## src/rtl/cu_multi.sv

```systemverilog
// cu_multi - multi-cycle control unit for the accumulator processor.
//
// Decodes the IR opcode field and sequences FETCH -> DECODE -> execute for
// LOAD, STORE, ADD, SUB, INPUT, JZ, JPOS, HALT, JMP, JNZ, LDI and NOP.
// Every memory access (FETCH, LOAD, STORE) holds until i_memrdy. The unit
// counts retired instructions, which are execute states that return to
// FETCH.
//
// Optional feature macro: CU_IN_TIMEOUT_EN
//   When defined, INPUT gives up after IN_TO cycles without i_enter. It then
//   pulses o_intimeout, does not load A, and returns to FETCH. When the macro
//   is undefined, INPUT waits forever and o_intimeout is tied to 0.
//
// Parameters:
//   OP_W   opcode width (3 or 4); with 3 only opcodes 0-7 exist
//   CNT_W  width of the retired-instruction counter (wraps)
//   IN_TO  INPUT timeout in cycles (only with CU_IN_TIMEOUT_EN)
//
// Ports:
//   i_clk          rising-edge clock
//   i_rst          asynchronous active-high reset, returns the unit to START
//   i_ir           opcode field of IR
//   i_aeq0/i_apos  A == 0 / A > 0 flags
//   i_enter        input-port data valid
//   i_memrdy       memory completed the current access this cycle
//   o_irload, o_pcload, o_jmpmux, o_meminst, o_memreq, o_memwr,
//   o_aload, o_sub, o_asel[1:0]   datapath/memory controls
//                  o_asel: 00 ALU, 01 input port, 10 memory, 11 IR immediate
//   o_halt, o_illegal, o_intimeout  status outputs
//   o_inst_count   retired-instruction count
//   o_state        current state; o_nstate is the combinational next state
module cu_multi #(
  parameter int OP_W  = 4,
  parameter int CNT_W = 16,
  parameter int IN_TO = 255
) (
  input  logic             i_clk,
  input  logic             i_rst,
  input  logic [OP_W-1:0]  i_ir,
  input  logic             i_aeq0,
  input  logic             i_apos,
  input  logic             i_enter,
  input  logic             i_memrdy,
  output logic             o_irload,
  output logic             o_pcload,
  output logic             o_jmpmux,
  output logic             o_meminst,
  output logic             o_memreq,
  output logic             o_memwr,
  output logic             o_aload,
  output logic             o_sub,
  output logic [1:0]       o_asel,
  output logic             o_halt,
  output logic             o_illegal,
  output logic             o_intimeout,
  output logic [CNT_W-1:0] o_inst_count,
  output logic [3:0]       o_state,
  output logic [3:0]       o_nstate
);

  typedef enum logic [3:0] {
    S_START  = 4'd0,
    S_FETCH  = 4'd1,
    S_DECODE = 4'd2,
    S_LOAD   = 4'd3,
    S_STORE  = 4'd4,
    S_ADD    = 4'd5,
    S_SUB    = 4'd6,
    S_INPUT  = 4'd7,
    S_JZ     = 4'd8,
    S_JPOS   = 4'd9,
    S_HALT   = 4'd10,
    S_JMP    = 4'd11,
    S_JNZ    = 4'd12,
    S_LDI    = 4'd13,
    S_NOP    = 4'd14,
    S_ILL    = 4'd15
  } state_t;

  state_t            r_state;
  state_t            w_nstate;
  logic [3:0]        w_op;
  logic              w_timeout;
  logic              w_retire;
  logic [CNT_W-1:0]  r_count;

  // A 3-bit opcode zero-extends, so only the first eight entries are reachable.
  assign w_op = 4'(i_ir);

  function automatic state_t decode_op(input logic [3:0] op);
    case (op)
      4'd0:    decode_op = S_LOAD;
      4'd1:    decode_op = S_STORE;
      4'd2:    decode_op = S_ADD;
      4'd3:    decode_op = S_SUB;
      4'd4:    decode_op = S_INPUT;
      4'd5:    decode_op = S_JZ;
      4'd6:    decode_op = S_JPOS;
      4'd7:    decode_op = S_HALT;
      4'd8:    decode_op = S_JMP;
      4'd9:    decode_op = S_JNZ;
      4'd10:   decode_op = S_LDI;
      4'd11:   decode_op = S_NOP;
      default: decode_op = S_ILL;
    endcase
  endfunction

`ifdef CU_IN_TIMEOUT_EN
  localparam int TO_W = (IN_TO < 2) ? 1 : $clog2(IN_TO + 1);
  logic [TO_W-1:0] r_in_cnt;

  // The counter holds the number of Enter-less INPUT cycles already seen.
  // It is cleared whenever the unit is outside INPUT, so it starts at 0 on entry.
  always_ff @(posedge i_clk or posedge i_rst) begin
    if (i_rst) begin
      r_in_cnt <= '0;
    end else if (r_state != S_INPUT) begin
      r_in_cnt <= '0;
    end else if (!i_enter) begin
      r_in_cnt <= r_in_cnt + 1'b1;
    end
  end

  assign w_timeout = (r_state == S_INPUT) && !i_enter && (r_in_cnt == TO_W'(IN_TO));
`else
  logic w_unused_in_to;
  assign w_unused_in_to = (IN_TO != 0);
  assign w_timeout      = 1'b0;
`endif

  always_ff @(posedge i_clk or posedge i_rst) begin
    if (i_rst) begin
      r_state <= S_START;
    end else begin
      r_state <= w_nstate;
    end
  end

  always_comb begin
    w_nstate    = r_state;
    o_irload    = 1'b0;
    o_pcload    = 1'b0;
    o_jmpmux    = 1'b0;
    o_meminst   = 1'b0;
    o_memreq    = 1'b0;
    o_memwr     = 1'b0;
    o_aload     = 1'b0;
    o_sub       = 1'b0;
    o_asel      = 2'b00;
    o_halt      = 1'b0;
    o_illegal   = 1'b0;
    o_intimeout = 1'b0;
    case (r_state)
      S_START: w_nstate = S_FETCH;
      S_FETCH: begin
        o_meminst = 1'b1;
        o_memreq  = 1'b1;
        o_irload  = i_memrdy;
        o_pcload  = i_memrdy;
        if (i_memrdy) w_nstate = S_DECODE;
      end
      S_DECODE: begin
        o_meminst = 1'b1;
        w_nstate  = decode_op(w_op);
      end
      S_LOAD: begin
        o_memreq = 1'b1;
        o_asel   = 2'b10;
        o_aload  = i_memrdy;
        if (i_memrdy) w_nstate = S_FETCH;
      end
      S_STORE: begin
        o_memreq = 1'b1;
        o_memwr  = 1'b1;
        if (i_memrdy) w_nstate = S_FETCH;
      end
      S_ADD: begin
        o_aload  = 1'b1;
        w_nstate = S_FETCH;
      end
      S_SUB: begin
        o_aload  = 1'b1;
        o_sub    = 1'b1;
        w_nstate = S_FETCH;
      end
      S_INPUT: begin
        o_asel  = 2'b01;
        o_aload = i_enter;
        // Enter arriving in the timeout cycle wins and performs a normal load.
        if (i_enter) begin
          w_nstate = S_FETCH;
        end else if (w_timeout) begin
          o_intimeout = 1'b1;
          w_nstate    = S_FETCH;
        end
      end
      S_JZ: begin
        o_jmpmux = 1'b1;
        o_pcload = i_aeq0;
        w_nstate = S_FETCH;
      end
      S_JNZ: begin
        o_jmpmux = 1'b1;
        o_pcload = ~i_aeq0;
        w_nstate = S_FETCH;
      end
      S_JPOS: begin
        o_jmpmux = 1'b1;
        o_pcload = i_apos;
        w_nstate = S_FETCH;
      end
      S_JMP: begin
        o_jmpmux = 1'b1;
        o_pcload = 1'b1;
        w_nstate = S_FETCH;
      end
      S_LDI: begin
        o_aload  = 1'b1;
        o_asel   = 2'b11;
        w_nstate = S_FETCH;
      end
      S_NOP:   w_nstate = S_FETCH;
      S_HALT:  o_halt = 1'b1;
      S_ILL: begin
        o_halt    = 1'b1;
        o_illegal = 1'b1;
      end
      default: w_nstate = S_START;
    endcase
  end

  // An instruction retires when an execute state hands back to FETCH. FETCH
  // itself also "goes" to FETCH while waiting, and START enters FETCH once,
  // so both are excluded.
  assign w_retire = (w_nstate == S_FETCH) && (r_state != S_START) && (r_state != S_FETCH);

  always_ff @(posedge i_clk or posedge i_rst) begin
    if (i_rst) begin
      r_count <= '0;
    end else if (w_retire) begin
      r_count <= r_count + 1'b1;
    end
  end

  assign o_inst_count = r_count;
  assign o_state      = r_state;
  assign o_nstate     = w_nstate;

endmodule

```

## config.mk

```make
export PLATFORM = sky130hd
export DESIGN_NAME = cu_multi
export DESIGN_NICKNAME = d
export VERILOG_FILES = /design/src/rtl/cu_multi.sv
export SDC_FILE = /design/constraint.sdc
export NUM_CORES = 1
export LEC_CHECK = 0
export BUFFER_PORTS_ARGS = -buffer_cell sky130_fd_sc_hd__buf_2
export CAP_MARGIN = 5
export CORE_MARGIN = 10
export CORE_UTILIZATION = 40
export CTS_CLUSTER_DIAMETER = 120
export DETAILED_ROUTE_END_ITERATION = 8
export PLACE_DENSITY = 0.66
export SETUP_SLACK_MARGIN = 0.5
export SLEW_MARGIN = 20
export SYNTH_ARGS = -nofsm -noshare
export SYNTH_HDL_FRONTEND = slang
export SYNTH_SLANG_ARGS = --single-unit
```

## constraint.sdc

```tcl
create_clock -name i_clk -period 2.9 [get_ports i_clk]
set_input_delay 0.145 -clock i_clk [delete_from_list [all_inputs] [get_ports i_clk]]
set_output_delay 0.145 -clock i_clk [all_outputs]
set_load 0.005 [all_outputs]
```

==> flow_metrics.env, run 1 <==
export IMPL_post_drt_wl_per_cell_um=14.8
export IMPL_grt_setup_unrepaired="true"
export IMPL_num_antenna_cells=0
export IMPL_io_buffers=45
export IMPL_clkPwrFrac=0.116
export IMPL_drtIter0Drc=91
export IMPL_placedCellCount=246
export IMPL_antenna_found_initial=0
export IMPL_vias=1372
export IMPL_drive_gt1_frac=0.333
export IMPL_synth_top_family_by_area="simple AND/OR/NAND/NOR gates"
export IMPL_critPathBufInv=1
export IMPL_swShare=0.430
export IMPL_grt_overflow_total=0
export IMPL_synthAdderAreaFrac=0.0275
export IMPL_clk_latency_ns=0.29
export IMPL_hp_class="input port to flop"
export IMPL_cpLargestDelayFamily="simple AND/OR/NAND/NOR gates"
export IMPL_drc=0
export IMPL_synth_edf_count=0
export IMPL_fin_cells=253
export IMPL_finalCritPeriodShare=0.826
export IMPL_clkSlewWorstSetupHoldPaths_ns=0.11
export IMPL_syn_nets=172
export IMPL_total_power_mw=1.36
export IMPL_dp_hpwl_um=2920
export IMPL_h_tree_depth=1
export IMPL_path_cells="or4b_2, a21oi_1, a31oi_2, nand2_1, buf_2"
export IMPL_yosys_register_bits=20
export IMPL_p_switching_uw=585
export IMPL_outcome="complete, no violations"
export IMPL_critPathCaptureType="primary output"
export IMPL_async_flop_share=1.00
export IMPL_clk_path_buf_depth=2
export IMPL_ir_drop_mv=0.457
export IMPL_avgSynthCellArea_um2=8.59
export IMPL_finClkSkew_ns=0.00718
export IMPL_die_y_um=78.4
export IMPL_grt_pass1_vias=1368
export IMPL_fin_setup_tns_ns=0
export IMPL_grt_pass1_wl_um=6270
export IMPL_yosysMostFrequentCell="dfrtp_1"
export IMPL_start_util=0.412
export IMPL_synth_ff_type="dfrtp_1"
export IMPL_synthSimpleGateAreaFrac=0.310
export IMPL_grt_util_all_layers=0.117
export IMPL_startpoint_type="flop"
export IMPL_synth_compound_area_frac=0.126
export IMPL_viasPerCell=5.42
export IMPL_drt_pass1_iter_count=4
export IMPL_cts_buffers=3
export IMPL_netlist_top_cells_count="dfrtp_1, xnor2_1, nand4_1"
export IMPL_ys_top_cells_by_area="dfrtp_1, xnor2_1, nand4_1"
export IMPL_slew_violations=0
export IMPL_fmax_mhz=417
export IMPL_cts_tree="done"
export IMPL_ys_seq_area_frac=0.367
export IMPL_ys_types=42
export IMPL_p_seq_frac=0.302
export IMPL_critPathSlowestCell="or4b_2"
export IMPL_slew_headroom=0.497
export IMPL_synth_top_area_frac=0.367
export IMPL_setup_worst_path_class="flop to primary output"
export IMPL_crit_arrival_ns=2.25
export IMPL_critPathMaxStageDelay_ns=0.74
export IMPL_crit_required_ns=2.76
export IMPL_cts_num_sinks=20
export IMPL_synth_warnings=0
export IMPL_grt_max_degree=24
export IMPL_wirelength_um=3750
export IMPL_crit_fanout=16
export IMPL_globalplace_congestion=0.897
export IMPL_coreArea_um2=3310
export IMPL_finalSetupViolCount=0
export IMPL_internal_power_uw=777
export IMPL_fillerInstances=332
export IMPL_fp_dieArea_um2=6150
export IMPL_p_comb_frac=0.582
export IMPL_cap_viol_max_count=0
export IMPL_synth_xor_xnor_area_share=0.103
export IMPL_clockRootBuffer="clkbuf_4"
export IMPL_io_pins=47
export IMPL_synthCells=159
export IMPL_synth_largest_area_cell="dfrtp_1"
export IMPL_tightest_slew_ns=0.754
export IMPL_muxShareOfSynthArea=0.00825
export IMPL_std_cell_rows=21
export IMPL_syn_to_final_growth_pct=26.2
export IMPL_p_leak_nw=0.806
export IMPL_nets=221
export IMPL_ant_nets=0
export IMPL_hold_viol=0
export IMPL_power_density_nw_per_um2=791
export IMPL_dieWidth_um=78.4
export IMPL_syn_area_um2=1370
export IMPL_fin_crit_ns=2.40
## worst min-delay path: cells and delay by family
kind,cells,cell delay (ns)
buffers and inverters,1,0.13
and+or+nand+nor,1,0.05
AOI/OAI and AO/OA,2,0.16
## power by group through the flow
stage / Sequential (mW) / Combinational [mW] / Clock (mW)
floorplan: 0.400 / 0.480 / 0
global placement: 0.409 / 0.741 / 0
detailed placement: 0.414 / 0.762 / 0
CTS: 0.409 / 0.789 / 0.164
global route: 0.426 / 0.885 / 0.175
finish: 0.411 / 0.793 / 0.159
## layout by cell type (no fill, tap or decap), types with 2 or more instances in the layout
master    netlist  layout
clkbuf_4        0       3
nor2b_1         4       4
ha_1            3       3
nand2b_1        2       2
dfrtp_1        20      18
and3_1          9       9
o21ai_0         4       4
dfrtp_2         0       2
nor2_1         10      10
nor3_1          6       6
nand2_1        13      13
nand4_1        14      14
a21oi_1         7       7
nand3_1         7       7
inv_1           8       8
or2_2           2       2
buf_2           5      45
xnor2_1        16      16
buf_4           1       8
nor4_1          2       2
## sequential cells by signal (all words and copies together), names as in the netlist
| name | flops |
|---|---|
| o_inst_count | 16 |
| o_state | 4 |
## layout make-up
| type | count | area (um^2) | area share |
|---|---|---|---|
| clock buffer | 4 | 36.3 | 0.0211 |
| inverter | 8 | 30.0 | 0.0174 |
| multi-input combinational | 121 | 801 | 0.465 |
| sequential | 20 | 503 | 0.292 |
| tap | 46 | 57.6 | 0.0334 |
| timing repair buffer | 54 | 295 | 0.171 |
## final timing paths
| check | from | cells after the start | to | slack (ns) |
|---|---|---|---|---|
| setup / recovery | o_state[2]$_DFF_PP0_ | 5 | o_nstate[1] | 0.50 |
| hold / removal | i_ir[2] | 4 | o_state[2]$_DFF_PP0_ | 0.24 |
| setup reg to reg | o_state[2]$_DFF_PP0_ | 5 | o_inst_count[1]$_DFFE_PP0P_ | 0.58 |
| hold reg to reg | o_inst_count[15]$_DFFE_PP0P_ | 1 | o_inst_count[15]$_DFFE_PP0P_ | 0.48 |
| max in group asynchronous | i_rst | 3 | o_state[2]$_DFF_PP0_ | 1.85 |
| min in group asynchronous | i_rst | 3 | o_inst_count[6]$_DFFE_PP0P_ | 0.52 |
## metrics by stage
step           utilization  hold slack, ns  instance area, um^2  setup slack, ns
6_report             0.520           0.243                 1720            0.505
4_1_cts              0.518           0.251                 1710            0.503
2_1_floorplan            -           0.109                 1370            0.748
5_1_grt              0.520           0.277                 1720            0.403
3_5_place_dp         0.499           0.317                 1650            0.371
3_3_place_gp         0.499           0.296                 1650            0.473
## repair_timing
item	CTS	global route
hold endpoints to repair	20	0
pin swaps	1	1
resized for setup	2	1
endpoints found under the setup margin	16	16
buffers inserted	1	1
hold buffers	1	0
## per-layer routing
layer / GRT usage / share of wire / vias to the layer above
met5: 0 / 0 / -
met4: 0.0197 / 0.0056 / 0
met3: 0.0330 / 0.067 / 4
met2: 0.202 / 0.48 / 39
met1: 0.141 / 0.45 / 661
li1: - / - / 668
## cells by family (layout without fill, tap and decap cells)
logic type                 Yosys count  after routing
muxes                                1              1
adders and majority gates            3              3
xor gates and xnor gates            16             16
other                                1              1
AOI/OAI and AO/OA                   24             24
buffers and inverters               18             66
and+or+nand+nor                     76             76
DFF                                 20             20
Power figures use the tool's default switching activity.
==> run 2, diff against run 1 <==
clock period = 2.4 ns   (was 2.9 ns; I/O delays follow)
==> flow_metrics.env, run 2 (synthesis results as in run 1) <==
export IMPL_outcome="complete, no violations"
export IMPL_grt_overflow_total=0
export IMPL_finalSetupViolCount=0
export IMPL_tightest_slew_ns=0.747
export IMPL_die_y_um=78.4
export IMPL_swShare=0.415
export IMPL_cts_tree="done"
export IMPL_hold_viol=0
export IMPL_antenna_found_initial=0
export IMPL_crit_arrival_ns=1.86
export IMPL_grt_use_met2=0.226
export IMPL_fin_setup_tns_ns=0
export IMPL_drt_pass1_iter_count=4
export IMPL_grt_max_degree=21
export IMPL_startpoint_type="flop"
export IMPL_dp_hpwl_um=2930
export IMPL_drc=0
export IMPL_coreArea_um2=3310
export IMPL_setup_worst_path_class="flop to primary output"
export IMPL_finClkSkew_ns=0.00386
export IMPL_h_tree_depth=1
export IMPL_dieWidth_um=78.4
export IMPL_grt_pass1_vias=1476
export IMPL_finalCritPeriodShare=0.827
export IMPL_viasPerCell=5.43
export IMPL_clkPwrFrac=0.101
export IMPL_io_pins=47
export IMPL_met3_usage=0.0353
export IMPL_p_comb_frac=0.669
export IMPL_final_util=0.593
export IMPL_final_common_cell="buf_2"
export IMPL_fmax_mhz=504
export IMPL_nets=238
export IMPL_post_drt_wl_per_cell_um=15.9
export IMPL_ir_drop_mv=0.483
export IMPL_clkSlewWorstSetupHoldPaths_ns=0.12
export IMPL_largest_reg_flops=16
export IMPL_drtIter0Drc=100
export IMPL_fp_dieArea_um2=6150
export IMPL_clockRootBuffer="clkbuf_4"
export IMPL_cap_viol_max_count=0
export IMPL_clk_latency_ns=0.31
export IMPL_wirelength_um=4290
export IMPL_ant_nets=0
export IMPL_fin_crit_ns=1.98
export IMPL_num_antenna_cells=0
export IMPL_cts_buffers=3
export IMPL_crit_fanout=3
export IMPL_critPathCaptureType="primary output"
export IMPL_path_cells="buf_4, or4b_4, a21oi_4, a31oi_4, buf_6, nand2_1, buf_2"
export IMPL_vias=1466
export IMPL_globalplace_congestion=0.885
export IMPL_grt_util_all_layers=0.131
export IMPL_mostFrequentLayoutCells="buf_2, buf_4, dfrtp_1, xnor2_1, nand4_1"
export IMPL_critPathSlowestCell="or4b_4"
export IMPL_hp_class="input port to flop"
export IMPL_p_switching_uw=839
export IMPL_p_leak_nw=0.922
export IMPL_power_density_nw_per_um2=1030
export IMPL_drive_gt1_frac=0.438
export IMPL_grt_use_met1=0.150
export IMPL_start_util=0.412
export IMPL_std_cell_rows=21
export IMPL_io_buffers=45
export IMPL_cts_num_sinks=20
export IMPL_busiest_layer="met2"
export IMPL_slew_headroom=0.501
export IMPL_crit_required_ns=2.28
export IMPL_clk_path_buf_depth=2
export IMPL_syn_to_final_growth_pct=43.8
export IMPL_grt_pass1_wl_um=6910
export IMPL_grt_setup_unrepaired="true"
export IMPL_critPathMaxStageDelay_ns=0.48
export IMPL_p_seq_frac=0.231
export IMPL_internal_power_mw=1.19
export IMPL_slew_violations=0
==> run 2: repair_timing <==
| item | CTS | global route |
|---|---|---|
| setup endpoints to repair | 21 | 20 |
| pin swaps | 9 | 5 |
| endpoints found under the hold margin | 20 | 0 |
| resized for setup | 24 | 7 |
| gates cloned | 1 | 0 |
| hold buffers | 1 | 0 |
| setup buffers | 13 | 4 |
==> run 2: worst max-delay path, delay by kind of cell, from the launching register on <==
kind	cells	cell delay [ns]
simple gates	2	0.54
flops	1	0.39
buf+inv	3	0.37
compound gates	2	0.24
==> run 2: per-stage QoR <==
stage | power, mW | hold WS (ns) | setup WS (ns) | instances | instance area (um^2)
after global routing | 2.17 | 0.197 | 0.333 | 270 | 1960
after CTS | 1.92 | 0.170 | 0.424 | 266 | 1900
after floorplan | 1.08 | 0.0838 | 0.298 | 159 | 1380
after global placement | 1.40 | 0.271 | 0.303 | 247 | 1650
final | 2.02 | 0.185 | 0.416 | 270 | 1960
after detailed placement | 1.42 | 0.292 | 0.270 | 247 | 1650
==> run 2: cell type report <==
type / instances / area (um^2)
Multi-Input combinational cell: 121 / 873
Timing Repair Buffer: 71 / 458
Fill cell: 298 / 1350
Sequential cell: 20 / 504
Tap cell: 46 / 57.6
Inverter: 8 / 33.8
Clock buffer: 4 / 36.3
==> run 2: power by group through the flow <==
stage | Combinational (mW) | Clock, mW | Sequential, mW
after CTS | 1.25 | 0.204 | 0.465
after global routing | 1.48 | 0.217 | 0.479
after detailed placement | 0.897 | 0 | 0.525
final | 1.35 | 0.204 | 0.467
after floorplan | 0.591 | 0 | 0.485
after global placement | 0.879 | 0 | 0.518
==> run 2: final timing paths <==
path	startpoint	cells past startpoint	to	slack, ns
min in group asynchronous	i_rst	3	o_inst_count[0]$_DFFE_PP0P_	0.46
hold reg to reg	o_inst_count[15]$_DFFE_PP0P_	1	o_inst_count[15]$_DFFE_PP0P_	0.48
setup / recovery	o_state[1]$_DFF_PP0_	7	o_nstate[1]	0.42
hold / removal	i_ir[3]	3	o_state[3]$_DFF_PP0_	0.18
max in group asynchronous	i_rst	3	o_state[3]$_DFF_PP0_	1.42
setup reg to reg	o_state[3]$_DFF_PP0_	8	o_inst_count[15]$_DFFE_PP0P_	0.43
==> run 2: routing by layer <==
metal | share of wire | routed length, um | vias to the layer above
met3 | 0.071 | 305 | 9
li1 | - | - | 702
met4 | 0.021 | 92 | 0
met1 | 0.40 | 1730 | 698
met5 | 0 | 0 | -
met2 | 0.50 | 2160 | 57
==> run 3, diff against run 2 <==
ABC_AREA = 1   (was default)
PLACE_DENSITY = 0.67   (was 0.66)
clock period = 1.6 ns   (was 2.4 ns; I/O delays follow)
==> flow_metrics.env, run 3 <==
export IMPL_wirelength_um=5680
export IMPL_multi_input_area_um2=1120
export IMPL_crit_arrival_ns=2.02
export IMPL_yosysMostFrequentCell="nand2_1"
export IMPL_critPathSlowestCell="dfrtp_2"
export IMPL_grt_pass1_wl_um=8270
export IMPL_swShare=0.220
export IMPL_post_drt_wl_per_cell_um=15.4
export IMPL_die_y_um=82.6
export IMPL_grt_max_degree=19
export IMPL_postLayoutSetupSlackWorst_ns=-0.265
export IMPL_ys_types=28
export IMPL_synth_edf_count=0
export IMPL_avgSynthCellArea_um2=7.06
export IMPL_ant_nets=0
export IMPL_r2r_slack_ns=-0.27
export IMPL_synth_ff_type="dfrtp_1"
export IMPL_slew_violations=0
export IMPL_path_cells="buf_6, nor2_4, nand2_4, o21ai_4, nor2_4, buf_6, nor2_8, nand3_4, nand2_1, nand2_1"
export IMPL_vias=1847
export IMPL_final_util=0.697
export IMPL_drt_pass1_iter_count=4
export IMPL_clockRootBuffer="clkbuf_8"
export IMPL_cts_buffers=3
export IMPL_globalplace_congestion=0.885
export IMPL_hold_viol=0
export IMPL_fmax_mhz=536
export IMPL_finalInstanceArea_um2=2590
export IMPL_crit_required_ns=1.76
export IMPL_ys_top_cells_by_area="dfrtp_1, nand2_1, nand4_1"
export IMPL_mostFrequentLayoutCells="nand2_1, buf_2, buf_4, buf_6, nand4_1"
export IMPL_viasPerCell=4.99
export IMPL_dp_hpwl_um=3710
export IMPL_clkSlewWorstSetupHoldPaths_ns=0.08
export IMPL_cap_viol_max_count=0
export IMPL_clk_latency_ns=0.26
export IMPL_synth_largest_area_cell="dfrtp_1"
export IMPL_drtIter0Drc=164
export IMPL_placed_cell_area_um2=2150
export IMPL_p_seq_frac=0.532
export IMPL_ys_seq_area_frac=0.319
export IMPL_startpoint_type="flop"
export IMPL_grt_pass1_vias=1751
export IMPL_p_switching_uw=209
export IMPL_hp_class="input port to flop"
export IMPL_critPathBufInv=2
export IMPL_crit_fanout=7
export IMPL_start_util=0.422
export IMPL_outcome="finished with violations"
export IMPL_drive_gt1_frac=0.509
export IMPL_yosys_register_bits=20
export IMPL_syn_nets=235
export IMPL_nets=336
export IMPL_internal_power_uw=741
export IMPL_netlist_top_cells_count="nand2_1, dfrtp_1, inv_1"
export IMPL_dieWidth_um=82.6
export IMPL_clkPwrFrac=0.421
export IMPL_fp_dieArea_um2=6820
export IMPL_largest_reg_flops=16
export IMPL_io_buffers=45
export IMPL_ff_latch_area_um2=505
export IMPL_cts_num_sinks=20
export IMPL_fin_crit_ns=1.87
export IMPL_synth_top_area_frac=0.319
export IMPL_h_tree_depth=1
export IMPL_drc=0
export IMPL_ir_drop_mv=0.425
export IMPL_p_leak_nw=1.42
export IMPL_num_antenna_cells=0
export IMPL_clk_path_buf_depth=2
export IMPL_setup_worst_path_class="flop to flop"
export IMPL_grt_overflow_total=0
export IMPL_power_density_nw_per_um2=367
export IMPL_antenna_found_initial=0
export IMPL_cts_tree="done"
export IMPL_std_cell_rows=22
export IMPL_finalCritPeriodShare=1.17
export IMPL_syn_to_final_growth_pct=65.3
export IMPL_async_flop_share=1.00
export IMPL_final_common_cell="nand2_1"
export IMPL_cpLargestDelayFamily="simple AND/OR/NAND/NOR gates"
export IMPL_io_pins=47
export IMPL_finClkSkew_ns=0.00267
export IMPL_finalSetupViolCount=26
export IMPL_p_comb_frac=0.047
export IMPL_fillerInstances=293
export IMPL_critPathMaxStageDelay_ns=0.49
export IMPL_critPathCaptureType="flop"
export IMPL_syn_area_um2=1570
export IMPL_grt_util_all_layers=0.150
export IMPL_synth_warnings=0
export IMPL_grt_setup_unrepaired="true"
export IMPL_synthCells=222
export IMPL_violations="setup timing"
export IMPL_coreArea_um2=3720
## run 3: cell types whose count changed after synthesis, moves of 5 or more
cell	change
nand3_1	+9
xnor2_1	-10
and3_1	-9
a21oi_1	-5
nor2_1	+9
buf_2	-5
inv_1	+12
xor2_1	+6
nand2_1	+59
nand4_1	+5
nor2_2	+5
## run 3: final cells by class
cell class | instances | area share
tap | 48 | 0.0232
inverter | 24 | 0.0367
sequential | 20 | 0.195
timing repair buffer | 101 | 0.291
multi-input combinational | 173 | 0.432
clock buffer | 4 | 0.0213
## run 3: worst paths after layout
path / from / to / depth (start not counted)
worst max-delay path: o_state[1]$_DFF_PP0_ / o_inst_count[1]$_DFFE_PP0P_ / 10
worst min-delay path: i_memrdy / o_state[2]$_DFF_PP0_ / 5
worst max register to register: o_state[1]$_DFF_PP0_ / o_inst_count[1]$_DFFE_PP0P_ / 10
worst min register to register: o_inst_count[15]$_DFFE_PP0P_ / o_inst_count[15]$_DFFE_PP0P_ / 2
max in group asynchronous: i_rst / o_inst_count[8]$_DFFE_PP0P_ / 4
min in group asynchronous: i_rst / o_inst_count[12]$_DFFE_PP0P_ / 3
## run 3: timing repair
action / CTS / global route
pin swaps: 21 / 12
resized for setup: 34 / 29
endpoints found under the hold margin: 9 / 0
gates cloned: 1 / 0
setup buffers: 10 / 6
hold buffers: 1 / 0
setup endpoints to repair: 36 / 38
## run 3: cell families after synthesis
group                    count (synthesis)  synth area share
AO/OA/AOI/OAI                            8            0.0288
flip-flops                              20             0.319
XOR/XNOR                                12            0.0671
adder cells (fa/ha/maj)                  3            0.0240
AND/OR/NAND/NOR                        148             0.470
other                                    1           0.00239
buffers and inverters                   30            0.0886
## run 3: worst register-to-register path, cell delays in order (launching register included)
cell	delay, ns
dfrtp_2	0.49
buf_6	0.16
nor2_4	0.14
nand2_4	0.10
o21ai_4	0.18
nor2_4	0.06
buf_6	0.12
nor2_8	0.18
nand3_4	0.17
nand2_1	0.11
nand2_1	0.06
## run 3: per-layer routing
| layer | part of all wire | vias to the layer above | GRT usage |
|---|---|---|---|
| met3 | 0.093 | 4 | 0.0421 |
| met1 | 0.41 | 860 | 0.206 |
| met4 | 0.0086 | 0 | 0.0234 |
| met2 | 0.49 | 67 | 0.233 |
| li1 | - | 916 | - |
| met5 | 0 | - | 0 |
## run 3: stage by stage
stage                     TNS, ns  setup WS, ns  hold WS (ns)  power (mW)  cells
final                       -5.38        -0.265         0.331       0.950    370
after global routing        -7.97        -0.366         0.331       0.977    370
after CTS                   -3.28        -0.176         0.280       0.946    364
after detailed placement    -2.37        -0.170        0.0854       0.556    348
after global placement      -1.84        -0.124        0.0771       0.556    348
after floorplan             -1.08        -0.109        0.0436       0.537    222
## run 3: power by group through the flow
stage / Combinational (mW) / Clock (mW) / Sequential (mW)
6_report: 0.0448 / 0.400 / 0.505
5_1_grt: 0.0508 / 0.422 / 0.505
4_1_cts: 0.0436 / 0.397 / 0.505
3_5_place_dp: 0.0412 / 0 / 0.515
3_3_place_gp: 0.0408 / 0 / 0.515
2_1_floorplan: 0.0221 / 0 / 0.515
